===== config.mk =====
export PLATFORM = sky130hd
export DESIGN_NAME = rs232_tx
export DESIGN_NICKNAME = d
export VERILOG_FILES = /design/src/rtl/uart_pkg.sv /design/src/rtl/uart_tx_fifo.sv /design/src/rtl/rs232_tx.sv
export SDC_FILE = /design/constraint.sdc
export NUM_CORES = 1
export LEC_CHECK = 0
export ABC_CLOCK_PERIOD_IN_PS = 3300
export BUFFER_PORTS_ARGS = -buffer_cell sky130_fd_sc_hd__buf_2
export CAP_MARGIN = 25
export CORE_MARGIN = 10
export CORE_UTILIZATION = 40
export CTS_CLUSTER_DIAMETER = 40
export CTS_CLUSTER_SIZE = 24
export DETAILED_ROUTE_END_ITERATION = 8
export PLACE_DENSITY = 0.66
export SYNTH_ARGS = -nofsm -noshare
export SYNTH_HDL_FRONTEND = slang
export SYNTH_HIERARCHICAL = 1
export SYNTH_SLANG_ARGS = --single-unit

===== constraint.sdc =====
create_clock -name clk -period 3.3 [get_ports clk]
set_input_delay 0.165 -clock clk [delete_from_list [all_inputs] [get_ports clk]]
set_output_delay 0.165 -clock clk [all_outputs]
set_load 0.01 [all_outputs]

===== src/rtl/uart_pkg.sv =====
// Shared RS-232 frame definitions used by the transmitter and receiver.
// Holds the TX state encoding and the frame-level constants.
package uart_pkg;

  localparam int unsigned UART_DATA_BITS  = 8;
  localparam logic        UART_IDLE_LEVEL = 1'b1;

  typedef enum logic [1:0] {
    IDLE,
    START,
    DATA,
    STOP
  } tx_state_t;

endpackage


===== src/rtl/uart_tx_fifo.sv =====
// Synchronous byte FIFO feeding the RS-232 transmitter.
// Occupancy is held in its own register; pointers wrap at the power-of-two depth.
module uart_tx_fifo
  import uart_pkg::*;
#(
  parameter int unsigned Depth = 4,
  parameter int unsigned Width = UART_DATA_BITS
) (
  input  logic                   clk_i,
  input  logic                   rst_ni,
  input  logic                   push_i,
  input  logic [Width-1:0]       data_i,
  input  logic                   pop_i,
  output logic [Width-1:0]       data_o,
  output logic                   full_o,
  output logic                   empty_o,
  output logic [$clog2(Depth):0] count_o
);

  localparam int unsigned PtrW = $clog2(Depth);

  logic [Width-1:0] mem_q [Depth];
  logic [PtrW-1:0]  wr_ptr_q, wr_ptr_d;
  logic [PtrW-1:0]  rd_ptr_q, rd_ptr_d;
  logic [PtrW:0]    count_q, count_d;
  logic             push_ok;
  logic             pop_ok;

  assign full_o  = (count_q == (PtrW + 1)'(Depth));
  assign empty_o = (count_q == '0);
  // A push into a full FIFO is dropped; a pop from an empty one is ignored.
  assign push_ok = push_i & ~full_o;
  assign pop_ok  = pop_i & ~empty_o;
  assign data_o  = mem_q[rd_ptr_q];
  assign count_o = count_q;

  always_comb begin
    wr_ptr_d = wr_ptr_q;
    rd_ptr_d = rd_ptr_q;
    count_d  = count_q;
    if (push_ok) begin
      wr_ptr_d = wr_ptr_q + 1'b1;
    end
    if (pop_ok) begin
      rd_ptr_d = rd_ptr_q + 1'b1;
    end
    unique case ({push_ok, pop_ok})
      2'b10:   count_d = count_q + 1'b1;
      2'b01:   count_d = count_q - 1'b1;
      default: count_d = count_q;
    endcase
  end

  always_ff @(posedge clk_i or negedge rst_ni) begin
    if (!rst_ni) begin
      wr_ptr_q <= '0;
      rd_ptr_q <= '0;
      count_q  <= '0;
    end else begin
      wr_ptr_q <= wr_ptr_d;
      rd_ptr_q <= rd_ptr_d;
      count_q  <= count_d;
    end
  end

  // Storage needs no reset: an empty count makes stale entries unreachable.
  always_ff @(posedge clk_i) begin
    if (push_ok) begin
      mem_q[wr_ptr_q] <= data_i;
    end
  end

endmodule


===== src/rtl/rs232_tx.sv =====
// RS-232 transmitter: buffered bytes are sent LSB first as start, 8 data, stop bit(s).
// The serial line is registered and driven from the next-state so a pop shows up at once.
module rs232_tx
  import uart_pkg::*;
#(
  parameter int unsigned CLOCKS_PER_BIT = 4,
  parameter int unsigned STOP_BITS      = 1,
  parameter int unsigned FIFO_DEPTH     = 4
) (
  input  logic                        clk,
  input  logic                        resetn,
  input  logic [UART_DATA_BITS-1:0]   in_data,
  input  logic                        in_valid,
  output logic                        out_ready,
  output logic                        out_serial,
  output logic                        out_busy,
  output logic [$clog2(FIFO_DEPTH):0] out_fifo_count
);

  localparam int unsigned CntW = $clog2(CLOCKS_PER_BIT);
  localparam logic [CntW-1:0] CntLast  = CntW'(CLOCKS_PER_BIT - 1);
  localparam logic [2:0]      DataLast = 3'(UART_DATA_BITS - 1);
  localparam logic [2:0]      StopLast = 3'(STOP_BITS - 1);

  tx_state_t                 state_q, state_d;
  logic [CntW-1:0]           cycle_cnt_q, cycle_cnt_d;
  logic [2:0]                bit_idx_q, bit_idx_d;
  logic [UART_DATA_BITS-1:0] shift_q, shift_d;
  logic                      serial_q, serial_d;

  logic                      fifo_pop;
  logic [UART_DATA_BITS-1:0] fifo_data;
  logic                      fifo_full;
  logic                      fifo_empty;
  logic                      bit_done;

  uart_tx_fifo #(
    .Depth(FIFO_DEPTH),
    .Width(UART_DATA_BITS)
  ) u_fifo (
    .clk_i  (clk),
    .rst_ni (resetn),
    .push_i (in_valid),
    .data_i (in_data),
    .pop_i  (fifo_pop),
    .data_o (fifo_data),
    .full_o (fifo_full),
    .empty_o(fifo_empty),
    .count_o(out_fifo_count)
  );

  assign bit_done   = (cycle_cnt_q == CntLast);
  assign out_ready  = ~fifo_full;
  assign out_serial = serial_q;
  assign out_busy   = (state_q != IDLE) | ~fifo_empty;

  always_ff @(posedge clk or negedge resetn) begin
    if (!resetn) begin
      state_q     <= IDLE;
      cycle_cnt_q <= '0;
      bit_idx_q   <= '0;
      shift_q     <= '0;
      serial_q    <= UART_IDLE_LEVEL;
    end else begin
      state_q     <= state_d;
      cycle_cnt_q <= cycle_cnt_d;
      bit_idx_q   <= bit_idx_d;
      shift_q     <= shift_d;
      serial_q    <= serial_d;
    end
  end

  always_comb begin
    state_d     = state_q;
    cycle_cnt_d = cycle_cnt_q;
    bit_idx_d   = bit_idx_q;
    shift_d     = shift_q;
    fifo_pop    = 1'b0;
    unique case (state_q)
      IDLE: begin
        cycle_cnt_d = '0;
        bit_idx_d   = '0;
        if (!fifo_empty) begin
          fifo_pop = 1'b1;
          shift_d  = fifo_data;
          state_d  = START;
        end
      end
      START: begin
        cycle_cnt_d = bit_done ? '0 : cycle_cnt_q + 1'b1;
        if (bit_done) begin
          bit_idx_d = '0;
          state_d   = DATA;
        end
      end
      DATA: begin
        cycle_cnt_d = bit_done ? '0 : cycle_cnt_q + 1'b1;
        if (bit_done) begin
          shift_d = shift_q >> 1;
          if (bit_idx_q == DataLast) begin
            bit_idx_d = '0;
            state_d   = STOP;
          end else begin
            bit_idx_d = bit_idx_q + 1'b1;
          end
        end
      end
      STOP: begin
        cycle_cnt_d = bit_done ? '0 : cycle_cnt_q + 1'b1;
        // bit_idx counts stop bits here; the next frame starts with no idle gap.
        if (bit_done) begin
          if (bit_idx_q == StopLast) begin
            bit_idx_d = '0;
            if (!fifo_empty) begin
              fifo_pop = 1'b1;
              shift_d  = fifo_data;
              state_d  = START;
            end else begin
              state_d = IDLE;
            end
          end else begin
            bit_idx_d = bit_idx_q + 1'b1;
          end
        end
      end
      default: state_d = IDLE;
    endcase
  end

  always_comb begin
    serial_d = UART_IDLE_LEVEL;
    unique case (state_d)
      START:   serial_d = ~UART_IDLE_LEVEL;
      DATA:    serial_d = shift_d[0];
      default: serial_d = UART_IDLE_LEVEL;
    endcase
  end

endmodule

; Word-level counts from Yosys, hierarchy flattened
; Memories as Yosys holds them, arrays and structs flattened.
; Index checks and enable logic that the tools add are counted.
[word_totals]
memories = 1
ramBits = 32
word_cells = 73
register_bits = 23
input_bits = 11
out_inout_bits = 6
[op_classes]
n_bitwise = 5
mux = 29
eq_ne = 14
reduce_logical = 9
add_sub_neg = 6
[memory_table]
columns = memory, words, word_bits, read_ports, rd_clocked_by_memory_dff, wr, line_no
row1 = u_fifo.mem_q, 4, 8, 1, 0, 1, uart_tx_fifo.sv:22  ; logic [Width-1:0] mem_q [Depth];
[op_table]
columns = operator, count
row1 = two-way mux 8 bit, 4
row2 = one-hot mux 8 bit (3 select lines), 1
row3 = two-way mux 3 bit, 5
row4 = two-way mux 2 bit, 7
row5 = one-hot mux 3 bit (4 select lines), 1
row6 = "== test 2 bit, second input constant", 5
row7 = "!= test 2 bit, second input constant", 4
row8 = one-hot mux 2 bit (4 select lines), 1
row9 = "adder 2 x 1 -> 2 bit, second input constant", 3
row10 = "adder 3 x 1 -> 3 bit, second input constant", 2
row11 = "== test 2 x 1 -> 1 bit, second input constant", 3
row12 = "== test 3 bit, second input constant", 2
row13 = zero test 3 bit, 2
row14 = two-way mux 1 bit, 6
row15 = one-hot mux 3 bit (2 select lines), 1
row16 = one-hot mux 1 bit (2 select lines), 2
row17 = one-hot mux 2 bit (2 select lines), 1
row18 = AND reduction 4 bit, 1
row19 = nonzero test 2 bit, 2
row20 = AND reduction 3 bit, 1
row21 = nonzero test 3 bit, 1
row22 = OR reduction 3 bit, 1
row23 = "subtractor 3 x 1 -> 3 bit, second input constant", 1
row24 = AND 1 bit, 2
row25 = other kinds (3), 4

; Longest topological paths before layout
; Gate-level depths: netlist of the first run.
[depth]
ltp_word = 8
ltp_mapped = 12
mapped_depth_nobuf = 12

; Modules after synthesis
; Netlist of the first run, hierarchy kept.
[modules_own_cells]
columns = mod, area_per_inst_um2, cells_each, instances
row1 = uart_tx_fifo, 1592.8, 79, 1
row2 = rs232_tx, 1123.6, 124, 1

; Least setup slack after synthesis of the first run
; Ideal clock, no wire load.
[synth_path]
path_kind = register to register
startpoint = reg state_q[0]
endpoint = reg u_fifo.count_q[2], in the netlist u_fifo/count_o[2]
path_slack_ps = 852
arrival_ps = 2369
stages_incl_launch_ff = 13
period_less_slack_ps = 2448
setup_ps = 79
path_buffers = 1
required_time_ps = 3221
cell_sequence = dfrtp_1 > ha_1 > buf_2 > and4b_1 > nor2_1 > nor3_1 > o31a_2 > ha_1 > inv_1 > fa_1 > xor2_1 > nor2_1 > xor2_1
[synth_between]
elab_chain_cells = 5
elab_cells_between_ends = 8
classes_between = eq/ne (3) / mux (2) / bitwise (1) / reduce/logical (2)
[synth_rtl]
columns = element, line_no
row1 = from (decl), rs232_tx.sv:25  ; tx_state_t state_q, state_d;
row2 = from (signal assigned), rs232_tx.sv:65  ; state_q <= state_d;
row3 = == test 2 bit / zero test 2 bit (equally long branches), rs232_tx.sv:79  ; unique case (state_q)
row4 = one-hot mux 1 bit (2 select lines) *, rs232_tx.sv:79
row5 = via fifo_pop, rs232_tx.sv:31  ; logic fifo_pop;
row6 = AND 1 bit *, uart_tx_fifo.sv:33  ; assign pop_ok = pop_i & ~empty_o;
row7 = via u_fifo.pop_ok, uart_tx_fifo.sv:27  ; logic pop_ok;
row8 = == test 2 x 1 -> 1 bit / == test 2 bit (equally long branches), uart_tx_fifo.sv:47  ; unique case ({push_ok, pop_ok})
row9 = one-hot mux 3 bit (2 select lines) / nonzero test 2 bit (equally long branches), n/a
row10 = to (signal assigned), uart_tx_fifo.sv:62  ; count_q <= count_d;
row11 = to (decl), uart_tx_fifo.sv:25  ; logic [PtrW:0] count_q, count_d;
; Mark *: on every way through the listed nets, which the timed path passes. The rest lies on a longest branch.
; A chain may end at the register's enable or synchronous reset.

; Final worst setup path of the first run
; Same ends and word-level chain as after synthesis.

==> results summary, run 1 <==
The flow ran to the end, and the final reports show no timing, DRC or antenna violations. The floorplan die area came out at 0.0105 mm². The post-route standard cell area excluding fillers came out at 0.00296 mm². The detail-routed via count per cell is 5.23.

The cell area after synthesis came out at 0.00272 mm². The number of standard-cell rows in the floorplan came out at 29. The largest fanout on the critical path is 10. The insertion delay to the later sink of the worst-skew pair is 310 ps.

Entering global routing, the biggest net connects 24 pins. Counting the fill cells in the layout gives 599. TritonCTS built the clock tree. In this run, CTS created clock tree buffers numbering 5. The congestion estimate from routability-driven global placement came to 0.813. The die is 102 µm tall. In the finished design, the share of the clock period the worst path needs comes to 84.9%.

The global-route wire length before repair came out at 8100 µm. The maximum ir drop on the vdd rail is 0.000453 V. The number of iterations in the first detailed-routing pass is 4.

The tree is rooted in a sky130_fd_sc_hd__clkbuf_8. The detailed router's first-iteration violation count is 55. After technology mapping, the gate count stands at 203. For this configuration, the core starts out at a cell density of 42.1%.

The global route total overflow came out at 0. The flip-flop and latch count after synthesis came out at 55. The number of routed nets with antenna violations is 0.

The number of global-route vias before repair came out at 1703. The count of clock tree sinks is 55. The worst max-slew margin expressed relative to the limit is 60.8%. The HPWL after detailed placement is 3310 µm.

Adding up every negative setup slack in the final design gives 0 ps. Yosys attributes the largest share of cell area to sky130_fd_sc_hd__edfxtp_1 (35%), sky130_fd_sc_hd__dfrtp_1 (20%), sky130_fd_sc_hd__ha_1 (6.9%). The number of synthesis warnings is 6. The category of the most critical setup path is register to register.

0 antenna diodes ended up in the layout. The overall routed net length came out at 4700 µm. After clock tree synthesis, the clock-pin slew on the worst setup and hold paths is 110 ps.

The count of flip-flops with a built-in enable after synthesis is 32. The peak per-stage delay on the critical path is 490 ps. Across the run, the number of max-cap violations was 0. The arrival time of data at the critical path endpoint came out at 3040 ps. Summing internal, switching and leakage power gives 2.47 mW. Static timing analysis puts the maximum clock frequency at 0.357 GHz. The data required time at the worst endpoint came out at 3540 ps.

The die outline width came out at 102 µm. The type of origin of the critical path is a register. Walking the worst path, the cells encountered are ha_1 > and4b_1 > nor2_1 > nor3_1 > o31a_2 > ha_1 > inv_1 > fa_1 > xor2_1 > nor2_1 > xor2_1. The average footprint of a synthesized cell is 13.4 µm². For this design, the slowest cell found on the critical path is sky130_fd_sc_hd__dfrtp_1. The gate family responsible for the most delay along the worst path is adder cells. The worst-margin pin slew is 588 ps.

The number of endpoints with negative hold slack in the final report came out at 0. The power density normalized to cell area came out at 832 mW/mm². Setup repair after global routing left no endpoint under its margin. For this run, the total global-route usage over all layers was measured as 9.57%. The synthesis-to-layout area growth is 9.07%. Synthesis produced a netlist with a net count of 230. The initial antenna violation count is 0. The count of unique library cells instantiated by Yosys came out at 47. After detailed placement, the total cell area comes to 0.00286 mm². The fraction of synthesized cell area taken by the top area cell type came out at 35.4%.

sky130_fd_sc_hd__edfxtp_1 takes more of the synthesized area than any other cell. The count of buffer and inverter cells on the critical path came out at 1. The maximum clock insertion buffer count came out at 2. The worst setup path is captured at a register. The wire length per cell is 15.8 µm. Final hold analysis gives a worst-case slack of 65.7 ps. The placeable core region is 0.00646 mm². Of the synthesized area, sequential elements account for 56.6%.

The worst hold path belongs to the class input pin to register. The routed via count came out at 1559. The static power due to leakage is 1.19 nW. Setup violations remaining at the end of the flow were counted as 0. The number of H-tree branching levels came out at 2.

The worst path in the final design needs a cycle of 2800 ps, including I/O delays and setup. Port buffering added 16 buffers. The fraction of layout instances using a drive strength above 1 is 22.6%. Clock skew on the completed layout was measured at 6.63 ps. The layout net count came out at 247. The count of unresolved DRC violations after routing came out at 0. The boundary pin count is 17.

The number of pins with negative max-slew slack in the final report was 0. Among all flip-flop cells after synthesis, the most frequent one is sky130_fd_sc_hd__edfxtp_1. The post-synthesis async set-or-reset flop share came out at 41.8%.
==> worst register-to-register path: stages, from the launching register on <==
cell and delay, ps:
sky130_fd_sc_hd__dfrtp_1 490, sky130_fd_sc_hd__ha_1 390, sky130_fd_sc_hd__and4b_1 310, sky130_fd_sc_hd__nor2_1 160, sky130_fd_sc_hd__nor3_1 170, sky130_fd_sc_hd__o31a_2 200
sky130_fd_sc_hd__ha_1 180, sky130_fd_sc_hd__inv_1 60, sky130_fd_sc_hd__fa_1 380, sky130_fd_sc_hd__xor2_1 150, sky130_fd_sc_hd__nor2_1 110, sky130_fd_sc_hd__xor2_1 140
==> timing repair <==
action	4_1_cts	5_1_grt
hold buffers	1	0
gates resized for setup	0	0
buffers inserted	0	0
endpoints found under the hold margin	22	0
==> state kept, by name, summed over array words and instances (netlist names) <==
register	count
u_fifo/mem_q	32
shift_q	8
bit_idx_q	3
u_fifo/count_o	3
cycle_cnt_q	2
state_q	2
u_fifo/rd_ptr_q	2
u_fifo/wr_ptr_q	2
out_serial	1
==> synthesized netlist by cell type, types with 2 or more instances <==
cell type                  instances
sky130_fd_sc_hd__ha_1             15
sky130_fd_sc_hd__edfxtp_1         32
sky130_fd_sc_hd__o31ai_1           6
sky130_fd_sc_hd__xor2_1            3
sky130_fd_sc_hd__nor2_1           13
sky130_fd_sc_hd__mux4_2            8
sky130_fd_sc_hd__and2_2            4
sky130_fd_sc_hd__nand2_1          14
sky130_fd_sc_hd__nor2b_1           5
sky130_fd_sc_hd__dfrtp_1          22
sky130_fd_sc_hd__nor3_1            4
sky130_fd_sc_hd__nand2b_1          2
sky130_fd_sc_hd__buf_6             2
sky130_fd_sc_hd__o21ai_0           4
sky130_fd_sc_hd__buf_2             3
sky130_fd_sc_hd__clkbuf_1          3
sky130_fd_sc_hd__inv_1            15
sky130_fd_sc_hd__xnor2_1           3
sky130_fd_sc_hd__a21oi_1           9
sky130_fd_sc_hd__o211ai_1          2
sky130_fd_sc_hd__mux2i_1           8
==> through the flow <==
stage / instances / worst slack, ps / utilization [%]
6_report: 298 / 497 / 45.9
3_3_place_gp: 289 / 627 / 44.2
3_5_place_dp: 289 / 515 / 44.2
4_1_cts: 298 / 492 / 45.9
2_1_floorplan: 203 / 852 / -
5_1_grt: 298 / 199 / 45.9
==> layout by cell type, fill, tap and decap left out, types with 6 or more instances in the layout <==
master and n:
sky130_fd_sc_hd__a21oi_1 9, sky130_fd_sc_hd__buf_2 16, sky130_fd_sc_hd__dfrtp_1 22, sky130_fd_sc_hd__edfxtp_1 32, sky130_fd_sc_hd__ha_1 15, sky130_fd_sc_hd__inv_1 15, sky130_fd_sc_hd__mux2i_1 8, sky130_fd_sc_hd__mux4_2 8
sky130_fd_sc_hd__nand2_1 14, sky130_fd_sc_hd__nor2_1 13, sky130_fd_sc_hd__o31ai_1 6
==> path summary, 6_finish.rpt <==
path,startpoint,endpoint,slack (ps),cells past startpoint
min in group asynchronous,resetn,bit_idx_q[2],370,2
worst min-delay path,in_data[4],u_fifo/mem_q[0][4],70,1
worst min register to register,cycle_cnt_q[0],cycle_cnt_q[0],440,1
worst max-delay path,state_q[0],u_fifo/count_o[2],500,11
worst max register to register,state_q[0],u_fifo/count_o[2],500,11
max in group asynchronous,resetn,out_serial,2560,2
==> logic make-up (layout without fill, tap and decap cells) <==
logic type / after synthesis / count (layout) / synth area share, %
xor gates and xnor gates: 6 / 6 / 1.93
muxes: 17 / 17 / 10.1
DFF: 55 / 55 / 56.6
buffers and inverters: 24 / 42 / 4.15
and+or+nand+nor: 49 / 49 / 9.95
adders and majority gates: 16 / 16 / 7.65
AOI/OAI and AO/OA: 36 / 36 / 9.58
==> routing by layer <==
metal / vias up / share of wire, % / global-route usage, %
met2: 26 / 50 / 16.4
li1: 762 / - / -
met1: 766 / 46 / 11.9
met5: - / 0 / 0
met4: 0 / 1.2 / 3.25
met3: 5 / 3.0 / 1.75
==> where the power goes <==
group / switching, mW / total [mW] / internal (mW)
logic: 0.513 / 0.971 / 0.458
registers: 0.167 / 1.10 / 0.931
clock network: 0.239 / 0.397 / 0.158
total: 0.919 / 2.47 / 1.55
==> cell type report <==
type | count | area, µm² | share of cell area [%]
well taps | 77 | 96.3 | 3.25
clock inverters | 3 | 27.5 | 0.929
multi-input cells | 124 | 1070 | 36.1
flip-flops and latches | 55 | 1540 | 51.9
inverters | 15 | 56.3 | 1.90
clock buffers | 5 | 68.8 | 2.32
repair buffers | 19 | 105 | 3.55
Note: power is estimated with default switching activity, not from simulation.
==> inputs of run 2 (changes only) <==
--- a/config.mk
+++ b/config.mk
@@ -5,7 +5,7 @@
 export SDC_FILE = /design/constraint.sdc
 export NUM_CORES = 1
 export LEC_CHECK = 0
-export ABC_CLOCK_PERIOD_IN_PS = 3300
+export ABC_CLOCK_PERIOD_IN_PS = 2300
 export BUFFER_PORTS_ARGS = -buffer_cell sky130_fd_sc_hd__buf_2
 export CAP_MARGIN = 25
 export CORE_MARGIN = 10
@@ -13,7 +13,7 @@
 export CTS_CLUSTER_DIAMETER = 40
 export CTS_CLUSTER_SIZE = 24
 export DETAILED_ROUTE_END_ITERATION = 8
-export PLACE_DENSITY = 0.66
+export PLACE_DENSITY = 0.69
 export SYNTH_ARGS = -nofsm -noshare
 export SYNTH_HDL_FRONTEND = slang
 export SYNTH_HIERARCHICAL = 1
==> constraint.sdc (replaced) <==
create_clock -name clk -period 2.3 [get_ports clk]
set_input_delay 0.115 -clock clk [delete_from_list [all_inputs] [get_ports clk]]
set_output_delay 0.115 -clock clk [all_outputs]
set_load 0.01 [all_outputs]
==> run 2 against run 1 <==
Effect of this change:
- core utilization grew 2.8 points
- total power grew 49%
- sequential share of layout area shrank 2.9 points
- setup slack lost 400 ps
- global-route usage grew 0.18 points
- register-to-register slack lost 400 ps
- critical endpoint unchanged
- highest routed layer unchanged
- design area grew 6.0%
- first-iteration DRC count grew 40%
- sequential cell count is the same
==> results summary, run 2 (same netlist as run 1, synthesis figures left out) <==
17 I/O pins were placed. The element type at the critical path end is a register. The initial cell density of the core is 42.1%. The clock network fraction of design power came out at 15.3%.

The maximum clock insertion buffer count is 2. The post-route fraction of the period consumed by the critical path came out at 96.0%. The maximum ir drop on the vdd rail came out at 0.000689 V. The overall routed net length is 4730 µm. The data required time at the worst endpoint is 2530 ps.

The flip-flop count of the largest register, all copies and words added is 32. TritonCTS built the clock tree. The flow ran to the end, and the final reports show no timing, DRC or antenna violations. The floorplan die area came out at 0.0105 mm². In this design, the stage delay of the slowest critical-path cell is 410 ps. The worst setup path is of the register to register kind. The combinational fraction of design power is 43.0%. Broken down by cell family, the worst path's largest delay share belongs to adder cells. The number of pins with negative max-slew slack in the final report is 0.

The minimum period implied by the final worst setup slack came out at 2210 ps. The number of H-tree branching levels is 2. The arrival time of data at the critical path endpoint came out at 2440 ps. The number of endpoints failing setup at the final stage is 0. The die extent in y is 102 µm.

Setup repair after global routing could not meet its margin everywhere. The initial antenna violation count came out at 0. On the final layout, the worst clock skew is 8.55 ps. The largest registers in the layout are u_fifo/mem_q: 32 flops, shift_q: 8 flops. The count of buffer and inverter cells on the critical path is 2. The global route total overflow is 0. Max-cap violations in this run came to 0. The power density normalized to cell area came out at 1170 mW/mm². Walking the worst path, the cells encountered are inv_2 > ha_4 > and4b_2 > nor2_4 > nor3_2 > o31a_2 > ha_4 > inv_2 > fa_2 > xor2_1 > nor2_1 > xor2_1. The largest register by flop count is u_fifo/mem_q. Measured on the finished design, the core utilization comes to 48.6%.

The all-layer global routing usage is 9.75%. The analysis attributes to net switching a power of 1.33 mW. The internal power summed over all cells is 2.33 mW. The largest fanout on the critical path is 2. The count of unresolved DRC violations after routing is 0.

The area after detailed placement is 0.00297 mm². The top achievable clock speed is 0.453 GHz. The routed via count came out at 1627.

The fraction of layout instances using a drive strength above 1 came out at 31.1%. The worst max-slew margin expressed relative to the limit came out at 63.4%. The synthesis-to-layout area growth is 15.6%. The post-route standard cell area excluding fillers is 0.00314 mm².

The count of input and output buffers is 16. The most common cell after layout, fill and taps aside is sky130_fd_sc_hd__edfxtp_1. Of the total power, the share spent switching nets is 36.4%.

The slowest stage cell on the critical path is sky130_fd_sc_hd__dfrtp_1. The number of antenna diodes in the final layout is 0. The detail-routed via count per cell came out at 5.17. The static power due to leakage is 1.28 nW. The worst-margin pin slew came out at 548 ps. The placed cell count came out at 301.

The global-route wire length before repair is 8200 µm. The type of the most critical hold path is input pin to register. The largest net degree at the start of global routing came out at 24. The number of global-route vias before repair is 1681. The final weighted congestion in routability-driven placement came out at 0.781. The HPWL after detailed placement is 3470 µm. The clock net in this run drives a total of 55 sinks. After detailed routing, the average wire length per cell comes to 15.0 µm. The clock-pin slew on the worst setup and hold paths is 110 ps. Clock tree synthesis inserted a total of 5 buffers.

The insertion delay to the later sink of the worst-skew pair is 310 ps. The layout net count is 264. From left edge to right edge, the die measures 102 µm. In the layout the commonest cells are sky130_fd_sc_hd__edfxtp_1 (32), sky130_fd_sc_hd__dfrtp_1 (22), sky130_fd_sc_hd__buf_2 (16), sky130_fd_sc_hd__buf_4 (16), sky130_fd_sc_hd__nand2_1 (14). The post-route non-filler standard cell count came out at 315. The placeable core region is 0.00646 mm².

The detail route stage leaves a number of antenna-violating nets equal to 0. The number of iterations in the first detailed-routing pass is 4. Per report_power, the sequential group accounts for 41.7% of the total. STA classifies the critical path startpoint as a register. The design draws 3.66 mW. The clock tree root buffer cell is sky130_fd_sc_hd__clkbuf_8. The detailed router's first-iteration violation count is 77. The number of standard-cell rows in the floorplan is 29. The number of endpoints with negative hold slack in the final report is 0.
[run 2: area by class of cell]
| cell class | count | area [µm²] |
|---|---|---|
| Sequential cell | 55 | 1540 |
| Tap cell | 77 | 96.3 |
| Clock buffer | 5 | 68.8 |
| Fill cell | 566 | 3320 |
| Clock inverter | 3 | 26.3 |
| Timing Repair Buffer | 36 | 240 |
| Inverter | 15 | 56.3 |
| Multi-Input combinational cell | 124 | 1110 |
[run 2: path summary, 6_finish.rpt]
check | from | slack, ps | to | depth (start not counted)
worst min-delay path | in_data[7] | 20 | u_fifo/mem_q[3][7] | 1
worst max register to register | bit_idx_q[0] | 90 | u_fifo/count_o[2] | 12
worst max-delay path | bit_idx_q[0] | 90 | u_fifo/count_o[2] | 12
max in group asynchronous | resetn | 1610 | shift_q[0] | 2
worst min register to register | cycle_cnt_q[0] | 440 | cycle_cnt_q[0] | 1
min in group asynchronous | resetn | 320 | bit_idx_q[2] | 2
[run 2: timing repair]
action                                  CTS  global route
buffers inserted                          1             1
hold endpoints to repair                 22             9
gates resized for setup                   1             5
pin swaps                                 2             2
hold buffers                              1             3
endpoints found under the setup margin    1             1
[run 2: stage by stage]
| step | TNS, ps | worst slack (ps) | hold slack, ps |
|---|---|---|---|
| floorplan | -94.8 | -94.8 | -181 |
| global placement | 0 | 53.4 | 140 |
| detailed placement | -21.7 | -21.7 | 143 |
| CTS | 0 | 4.43 | 3.66 |
| global route | -44.1 | -44.1 | 0.312 |
| finish | 0 | 92.6 | 16.6 |
[run 2: power by group through the flow]
| stage | clock [mW] | combinational, mW | sequential (mW) |
|---|---|---|---|
| 2_1_floorplan | 0 | 1.18 | 1.50 |
| 3_3_place_gp | 0 | 1.54 | 1.54 |
| 3_5_place_dp | 0 | 1.57 | 1.55 |
| 4_1_cts | 0.584 | 1.59 | 1.53 |
| 5_1_grt | 0.634 | 1.77 | 1.57 |
| 6_report | 0.560 | 1.58 | 1.53 |
[run 2: routing by layer]
| metal | wire [µm] | track usage (%) | vias to the layer above |
|---|---|---|---|
| met4 | 19 | 3.25 | 0 |
| met1 | 2180 | 12.2 | 809 |
| met2 | 2430 | 16.1 | 15 |
| met3 | 96 | 2.36 | 4 |
| li1 | - | - | 799 |
| met5 | 0 | 0 | - |
